`src/rtl/servo_pkg.sv`:
```
// Shared types and parameter derivations for the servo PDM decoder.
package servo_pkg;

    typedef logic [7:0] duty_t;

    typedef enum logic {IDLE, RUN} state_t;

    localparam int HCNT_W = 13;

    function automatic int frame_samples(input int pdm_hz, input int cyc_hz);
        return pdm_hz / cyc_hz;
    endfunction

    function automatic int sample_div(input int clk_hz, input int pdm_hz);
        return clk_hz / pdm_hz;
    endfunction

    // ceil(2^24 / fs): scales a 0..fs high count to 0..256 after >>16
    function automatic int scale_mul(input int fs);
        return int'((64'd16777216 + 64'(fs) - 64'd1) / 64'(fs));
    endfunction

endpackage

```
`src/rtl/servo_line_sync.sv`:
```
// 2-FF synchronizer for the asynchronous PDM line plus registered edge detect.
module servo_line_sync (
    input  logic clk,
    input  logic rst,
    input  logic pdm,
    output logic line,
    output logic rise,
    output logic fall,
    output logic any
);

    logic s1, s2, s3;

    always_ff @(posedge clk) begin
        if (rst) begin
            s1   <= 1'b0;
            s2   <= 1'b0;
            s3   <= 1'b0;
            rise <= 1'b0;
            fall <= 1'b0;
            any  <= 1'b0;
        end else begin
            s1   <= pdm;
            s2   <= s1;
            s3   <= s2;
            rise <= s2 & ~s3;
            fall <= ~s2 & s3;
            any  <= s2 ^ s3;
        end
    end

    assign line = s2;

endmodule

```
`src/rtl/servo_pdm_decoder.sv`:
```
// Recovers an 8-bit duty value from a servo PDM/PWM stream, one strobe per frame.
// Optional SERVO_DEC_WATCHDOG_EN adds the edge-based signal_lost watchdog.
module servo_pdm_decoder
    import servo_pkg::*;
#(
    parameter int clk_hz      = 25000000,
    parameter int cyc_hz      = 50,
    parameter int pdm_hz      = 312500,
    parameter int lost_frames = 4
) (
    input  logic  clk,
    input  logic  rst,
    input  logic  en,
    input  logic  pdm,
    output duty_t duty,
    output logic  duty_valid,
    output logic  signal_lost
);

    localparam int FRAME_SAMPLES = frame_samples(pdm_hz, cyc_hz);
    localparam int SAMPLE_DIV    = sample_div(clk_hz, pdm_hz);
    localparam int SCALE_MUL     = scale_mul(FRAME_SAMPLES);
    localparam int DIV_W         = (SAMPLE_DIV > 1) ? $clog2(SAMPLE_DIV) : 1;
    localparam int MUL_W         = $clog2(SCALE_MUL + 1);
    localparam int PROD_W        = HCNT_W + MUL_W;

    logic line, line_rise_unused, line_fall_unused, line_any;

    servo_line_sync u_sync (
        .clk  (clk),
        .rst  (rst),
        .pdm  (pdm),
        .line (line),
        .rise (line_rise_unused),
        .fall (line_fall_unused),
        .any  (line_any)
    );

    state_t              state, state_n;
    logic                run, tick, frame_end, lost_n;
    logic [DIV_W-1:0]    div;
    logic [HCNT_W-1:0]   frm, high_cnt, high_sum;
    logic [PROD_W-1:0]   prod, scaled;
    duty_t               duty_calc;

    always_ff @(posedge clk) begin
        if (rst) state <= IDLE;
        else     state <= state_n;
    end

    always_comb begin
        state_n   = state;
        run       = 1'b0;
        tick      = 1'b0;
        frame_end = 1'b0;
        case (state)
            IDLE: if (en) state_n = RUN;
            RUN: begin
                if (!en) state_n = IDLE;
                else     run = 1'b1;
            end
            default: state_n = IDLE;
        endcase
        tick      = run && (div == DIV_W'(SAMPLE_DIV - 1));
        frame_end = tick && (frm == HCNT_W'(FRAME_SAMPLES - 1));
    end

    // Final sample of the frame is folded in combinationally so the strobe lands one cycle later
    assign high_sum  = high_cnt + HCNT_W'(line);
    assign prod      = PROD_W'(high_sum) * PROD_W'(SCALE_MUL);
    assign scaled    = prod >> 16;
    assign duty_calc = (scaled > PROD_W'(255)) ? 8'hFF : scaled[7:0];

    // Leaving RUN (or not yet in it) discards any partial frame
    always_ff @(posedge clk) begin
        if (rst || !run) begin
            div      <= '0;
            frm      <= '0;
            high_cnt <= '0;
        end else begin
            div <= tick ? '0 : div + DIV_W'(1);
            if (tick) begin
                if (frame_end) begin
                    frm      <= '0;
                    high_cnt <= '0;
                end else begin
                    frm      <= frm + HCNT_W'(1);
                    high_cnt <= high_sum;
                end
            end
        end
    end

    always_ff @(posedge clk) begin
        if (rst) begin
            duty       <= '0;
            duty_valid <= 1'b0;
        end else begin
            duty_valid <= frame_end;
            if (frame_end) duty <= lost_n ? 8'h00 : duty_calc;
        end
    end

`ifdef SERVO_DEC_WATCHDOG_EN
    localparam int MISS_W = $clog2(lost_frames + 1);

    logic [MISS_W-1:0] miss, miss_n;
    logic              frame_edge, frame_edge_n;

    // Any edge clears the miss count at once; a frame with no edge at all bumps it
    always_comb begin
        frame_edge_n = frame_edge | line_any;
        miss_n       = line_any ? '0 : miss;
        if (frame_end && !frame_edge_n && (miss != MISS_W'(lost_frames)))
            miss_n = miss + MISS_W'(1);
    end

    always_ff @(posedge clk) begin
        if (rst) begin
            miss       <= '0;
            frame_edge <= 1'b0;
        end else begin
            miss       <= miss_n;
            frame_edge <= frame_end ? 1'b0 : frame_edge_n;
        end
    end

    assign lost_n      = (miss_n >= MISS_W'(lost_frames));
    assign signal_lost = (miss >= MISS_W'(lost_frames));
`else
    logic unused_edge;
    assign unused_edge = line_any;
    assign lost_n      = 1'b0;
    assign signal_lost = 1'b0;
`endif

endmodule
```
`config.mk`:
```
export PLATFORM = sky130hd
export DESIGN_NAME = servo_pdm_decoder
export DESIGN_NICKNAME = d
export VERILOG_FILES = /design/src/rtl/servo_pkg.sv /design/src/rtl/servo_line_sync.sv /design/src/rtl/servo_pdm_decoder.sv
export SDC_FILE = /design/constraint.sdc
export NUM_CORES = 1
export LEC_CHECK = 0
export ABC_CLOCK_PERIOD_IN_PS = 8640
export CAP_MARGIN = 20
export CORE_ASPECT_RATIO = 0.7
export CORE_UTILIZATION = 25
export CTS_BUF_LIST = sky130_fd_sc_hd__clkbuf_8 sky130_fd_sc_hd__clkbuf_16
export DETAILED_ROUTE_END_ITERATION = 8
export DONT_BUFFER_PORTS = 1
export PLACE_DENSITY = 0.36
export SYNTH_ARGS = -nofsm -noshare
export SYNTH_HDL_FRONTEND = slang
export SYNTH_SLANG_ARGS = --single-unit
```
`constraint.sdc`:
```
create_clock -name clk -period 8.64 [get_ports clk]
set_clock_uncertainty 0.1 [all_clocks]
set_input_delay 1.296 -clock clk [delete_from_list [all_inputs] [get_ports clk]]
set_output_delay 1.296 -clock clk [all_outputs]
set_load 0.005 [all_outputs]
```
[After elaboration in Yosys (flattened, before gate mapping)]
Cells that the tools add are included.
Operators by class
  magnitude comparators: 1
  $mul: 1
  equality and inequality tests: 2
  $add $sub $neg: 3
  reduce and logical (&&, ||, !) cells: 5
  multiplexer cells: 5
Operator list (count)
  13-bit two-way mux: 2
  13-bit by 12-bit multiplier with 25-bit output, second input constant: 1
  13-bit by 1-bit adder with 13-bit output: 1
  13-bit by 1-bit adder with 13-bit output, second input constant: 1
  13-bit == test, second input constant: 1
  9-bit by 8-bit > comparator with 1-bit output, second input constant: 1
  8-bit two-way mux: 1
  7-bit by 1-bit adder with 7-bit output, second input constant: 1
  7-bit == test, second input constant: 1
  1-bit logical AND: 2
  1-bit two-way mux: 2
  2-bit OR reduction: 1
  1-bit zero test: 1
  1-bit logical OR: 1
Word-level totals
  output and inout bits: 10
  register bits: 45
  word-level logic and storage cells: 25
  bits of input ports: 4

[Logic depth before layout (Yosys ltp)]
  depth in word-level cells: 5
  gate-level depth with buffers: 23
  depth with buffers taken out: 23

[By module]
From an unflattened synthesis, not the netlist that was laid out.
Unflattened totals
  cells, all modules: 618
  area, all modules: 5484.0 um^2
By module, submodules not included
  servo_pdm_decoder: cells an instance 602, area each 5296.3 um^2, instances 1
  servo_line_sync: cells an instance 16, area each 187.7 um^2, instances 1

[Worst setup path before layout]
No wires, ideal clock.
  path type: reg2reg
  start point: reg high_cnt[0]
  end point: reg duty[0]
  path buffers: 0
  slack: 2.652 ns
  required time: 8.401 ns
  setup time: 0.139 ns
  cell stages (with the launch flop): 22
  arrival time: 5.749 ns
  cells stage by stage: dfxtp_1 > ha_1 > nand3_2 > nor3_4 > and3_1 > nand2_1 > xor2_1 > inv_1 > fa_1 > ha_1 > fa_1 > inv_1 > fa_1 > fa_1 > inv_1 > ha_1 > a21oi_1 > o21ai_0 > a22oi_1 > nand3b_4 > xnor2_2 > a311oi_1
Between the ends
  longest elaborated chain between the ends: 4
Ends and longest elaborated chain
  from (decl): line servo_pdm_decoder.sv:42  | logic [HCNT_W-1:0] frm, high_cnt, high_sum;
  from (signal assigned): line servo_pdm_decoder.sv:88  | high_cnt <= high_sum;
  13-bit by 1-bit adder with 13-bit output *: line servo_pdm_decoder.sv:69  | assign high_sum = high_cnt + HCNT_W'(line);
  13-bit by 12-bit multiplier with 25-bit output *: line servo_pdm_decoder.sv:70  | assign prod = PROD_W'(high_sum) * PROD_W'(SCALE_MUL);
  9-bit by 8-bit > comparator with 1-bit output: line servo_pdm_decoder.sv:72  | assign duty_calc = (scaled > PROD_W'(255)) ? 8'hFF : scaled[7:0];
  8-bit two-way mux *: line servo_pdm_decoder.sv:72
  to (signal assigned): line servo_pdm_decoder.sv:100  | if (frame_end) duty <= lost_n ? 8'h00 : duty_calc;
  to (decl): line servo_pdm_decoder.sv:15  | output duty_t duty,
Every way passes the cells marked *; elsewhere a longest branch is shown, timed or not.
A chain may end at the register's enable or synchronous reset.

[Worst setup path in the final report]
  start point: reg high_cnt[0]
  end point: reg duty[6]
The elaborated chain is that of the path after synthesis.

==> summary.md <==
| Metric | Value |
|---|---|
| CORE AREA | 21,090 sq um |
| Seq cells post-synth | 45 |
| Final Max Slew Viols | 0 |
| Vias in the first global route | 4,102 |
| Post-DP HPWL | 11,990 um |
| Post-layout util | 27.94% |
| Register clock-pin slew on the reported worst setup and hold paths | 70 ps |
| Commonest non-fill, non-tap cell in the layout | inv_1 |
| Nets | 753 |
| Worst EP arrival | 6840 ps |
| Period minus WS final | 6789 ps |
| Crit path largest cell delay | 610 ps |
| Critical Path Sink Type | register |
| CP Data Required Time | 8690 ps |
| ANT cells | 0 |
| Via density | 4.514 |
| Seq/Total Area, Yosys | 16.46% |
| Cell Rows | 44 |
| Gates resized, CTS repair | 0 |
| Sum Neg Setup Slack | 0 ps |
| Syn nets | 764 |
| CP Cell Sequence | ha_1 > nand3_2 > nor3_4 > and3_1 > nand2_1 > xor2_1 > inv_1 > fa_1 > ha_1 > fa_1 > inv_1 > fa_1 > fa_1 > inv_1 > ha_1 > nand4_1 > inv_1 > a22oi_1 > a31oi_1 > o311ai_0 > a311oi_1 |
| Max_slew headroom | 52.76% |
| Wire per inst | 15.58 um |
| Placer Congestion | 0.7982 |
| Final wirelength | 13,800 um |
| Fillers | 2,269 |
| Crit Path Class | reg -> reg |
| Initial antenna violation count | 0 |
| Final ANT Viol Nets | 0 |
| First-pass GRT wire length | 22,720 um |
| Root Driver | clkbuf_16 |
| Pwr per Cell Area | 76.05 nW/um^2 |
| Die footprint | 22,500 sq um |
| Initial Util | 25.96% |
| CP startpoint kind | register |
| Clock Sinks | 45 |
| Fin crit share | 78.58% |
| Reg2reg start | high_cnt[0]$_SDFFE_PP0P_ |
| Cts hold-fix bufs | 0 |
| First-pass DRT Iterations | 4 |
| Die X | 178.8 um |
| Share of layout cells above drive strength 1 | 4.098% |
| Clk buf depth | 2 |
| Hold_ws | 353.5 ps |
| PortBufs | 0 |
| Most frequent cells in the layout | inv_1 (116), ha_1 (90), fa_1 (50), dfxtp_1 (45), nand2_1 (44) |
| Postcts setup bufs | 0 |
| Worst Max-Slew Pin Slew | 703.5 ps |
| Ys Warns | 0 |
| Crit-path max FO | 7 |
| Worst setup startpoint | high_cnt[0]$_SDFFE_PP0P_ |
| Flop2flop setup slack | 1850 ps |
| Synth top area cells | ha_1 (21%), fa_1 (18%), dfxtp_1 (16%), inv_1 (8.0%), xnor2_1 (4.2%) |
| VDD IR max | 49.69 uV |
| Finished Layout Cells | 886 |
| GRT Resource Usage Total | 13.16% |
| Gr ovfl total | 0 |
| Die Ht | 125.8 um |
| Vias | 3,999 |
| Delay-heaviest family, CP | adder cells |
| Post-placement worst setup slack | 1807 ps |
| Largest net degree at the start of global routing | 17 |
| Post-synth top area share | 20.58% |
| Max cap viols | 0 |
| Leading area contributor after synthesis | ha_1 |
| RSZ-0062 raised after global routing | false |
| Max Fclk | 147.3 MHz |
| Hold Crit Start | div[0]$_SDFF_PP0_ |
| Leak | 3.011 nW |
| Ys flop type | dfxtp_1 |
| Mapped Area | 5473 sq um |
| Worst-Skew Late Latency | 300 ps |
| CTS tree | yes |
| Cts bufs inserted | 5 |
| Yosys cell types | 60 |
| Dpl cells | 878 |
| Hold Path Class | reg -> reg |
| Outcome | finished clean |
| CP max-delay cell | o311ai_0 |
| I/O Pins | 14 |
| Post-synth EDFFs | 0 |
| DRT iter0 DRCs | 212 |
| Fin worst setup slack | 1851 ps |
| Critical path buffer and inverter count | 4 |
| CTS H-tree depth | 2 |
| Area growth syn-to-layout | 7.659% |
| DRC | 0 |
| Syn Area/Cell | 8.827 sq um |
| Asr flop ratio synth | 0% |
| Setup violators final | 0 |
| Post-Synthesis Cells | 620 |
| Final hold vios | 0 |
## flip-flops by register name, indices dropped and copies added (netlist names)
register / cells
div: 7
u_sync.line: 1
duty: 8
duty_valid: 1
state: 1
u_sync.s1: 1
high_cnt: 13
frm: 13
## cell type report
class                           instances  area, sq um  area share [%]
Multi-Input combinational cell        441         4035           68.49
Sequential cell                        45        900.9           15.29
Inverter                              116        435.4           7.390
Tap cell                              276        345.3           5.861
Clock buffer                            5        125.1           2.124
Clock inverter                          3        50.05          0.8494
## Yosys cell counts (4+ instances only)
library cell / number
xnor2_1: 26
clkbuf_1: 4
a31oi_1: 6
buf_4: 4
xor2_1: 22
a21oi_1: 20
nand3_1: 12
buf_2: 7
nand2_1: 44
dfxtp_1: 45
nor2_1: 41
o21ai_0: 22
nand4_1: 11
o21bai_1: 6
ha_1: 90
nor3_1: 7
and3_1: 9
nor2b_1: 5
inv_1: 116
and2_1: 5
fa_1: 50
a21o_1: 10
## worst reg2reg max path, cell delays in order, from the launching register on
cell	delay, ps
dfxtp_1	360
ha_1	220
nand3_2	160
nor3_4	320
and3_1	260
nand2_1	80
xor2_1	510
inv_1	300
fa_1	530
ha_1	310
fa_1	480
inv_1	50
fa_1	510
fa_1	550
inv_1	40
ha_1	380
nand4_1	210
inv_1	60
a22oi_1	270
a31oi_1	140
o311ai_0	610
a311oi_1	200
## power by group
part           leakage [nW]  internal [mW]  total (mW)  switching (mW)
registers             0.363          0.208       0.209        0.000498
clock network        0.0859          0.139       0.231          0.0921
logic                  2.56        0.00287     0.00823         0.00536
total                  3.01          0.350       0.448          0.0979
## per-stage QoR
step	area, sq um	power, mW
floorplan	5473	0.2201
global placement	5717	0.2219
detailed placement	5717	0.2218
CTS	5892	0.4554
global route	5892	0.4696
finish	5892	0.4481
## path summary, 6_finish.rpt
| kind | to | cells after the start |
|---|---|---|
| worst max register to register | duty[6]$_SDFFE_PP0P_ | 21 |
| worst min register to register | div[0]$_SDFF_PP0_ | 1 |
| worst min-delay path | div[0]$_SDFF_PP0_ | 1 |
| worst max-delay path | duty[6]$_SDFFE_PP0P_ | 21 |
## per-layer routing
layer,share of wire (%),routed length [um],up-vias,GRT usage [%]
met5,0,0,-,0
met4,0.30,41,0,1.346
met3,4.0,558,5,2.144
met2,37,5146,44,16.90
met1,58,8055,1932,22.42
li1,-,-,2018,-
## logic make-up (layout without fill, tap and decap cells)
group / Yosys count / after routing / share of synthesized area, %
AND/OR/NAND/NOR: 159 / 159 / 15.84
AO/OA/AOI/OAI: 91 / 91 / 10.68
other: 1 / 1 / 0.06852
adder cells (fa/ha/maj): 140 / 140 / 38.87
flip-flops: 45 / 45 / 16.46
buffers and inverters: 134 / 124 / 9.808
XOR/XNOR: 50 / 50 / 8.276
Note: power is estimated with default switching activity, not from simulation.
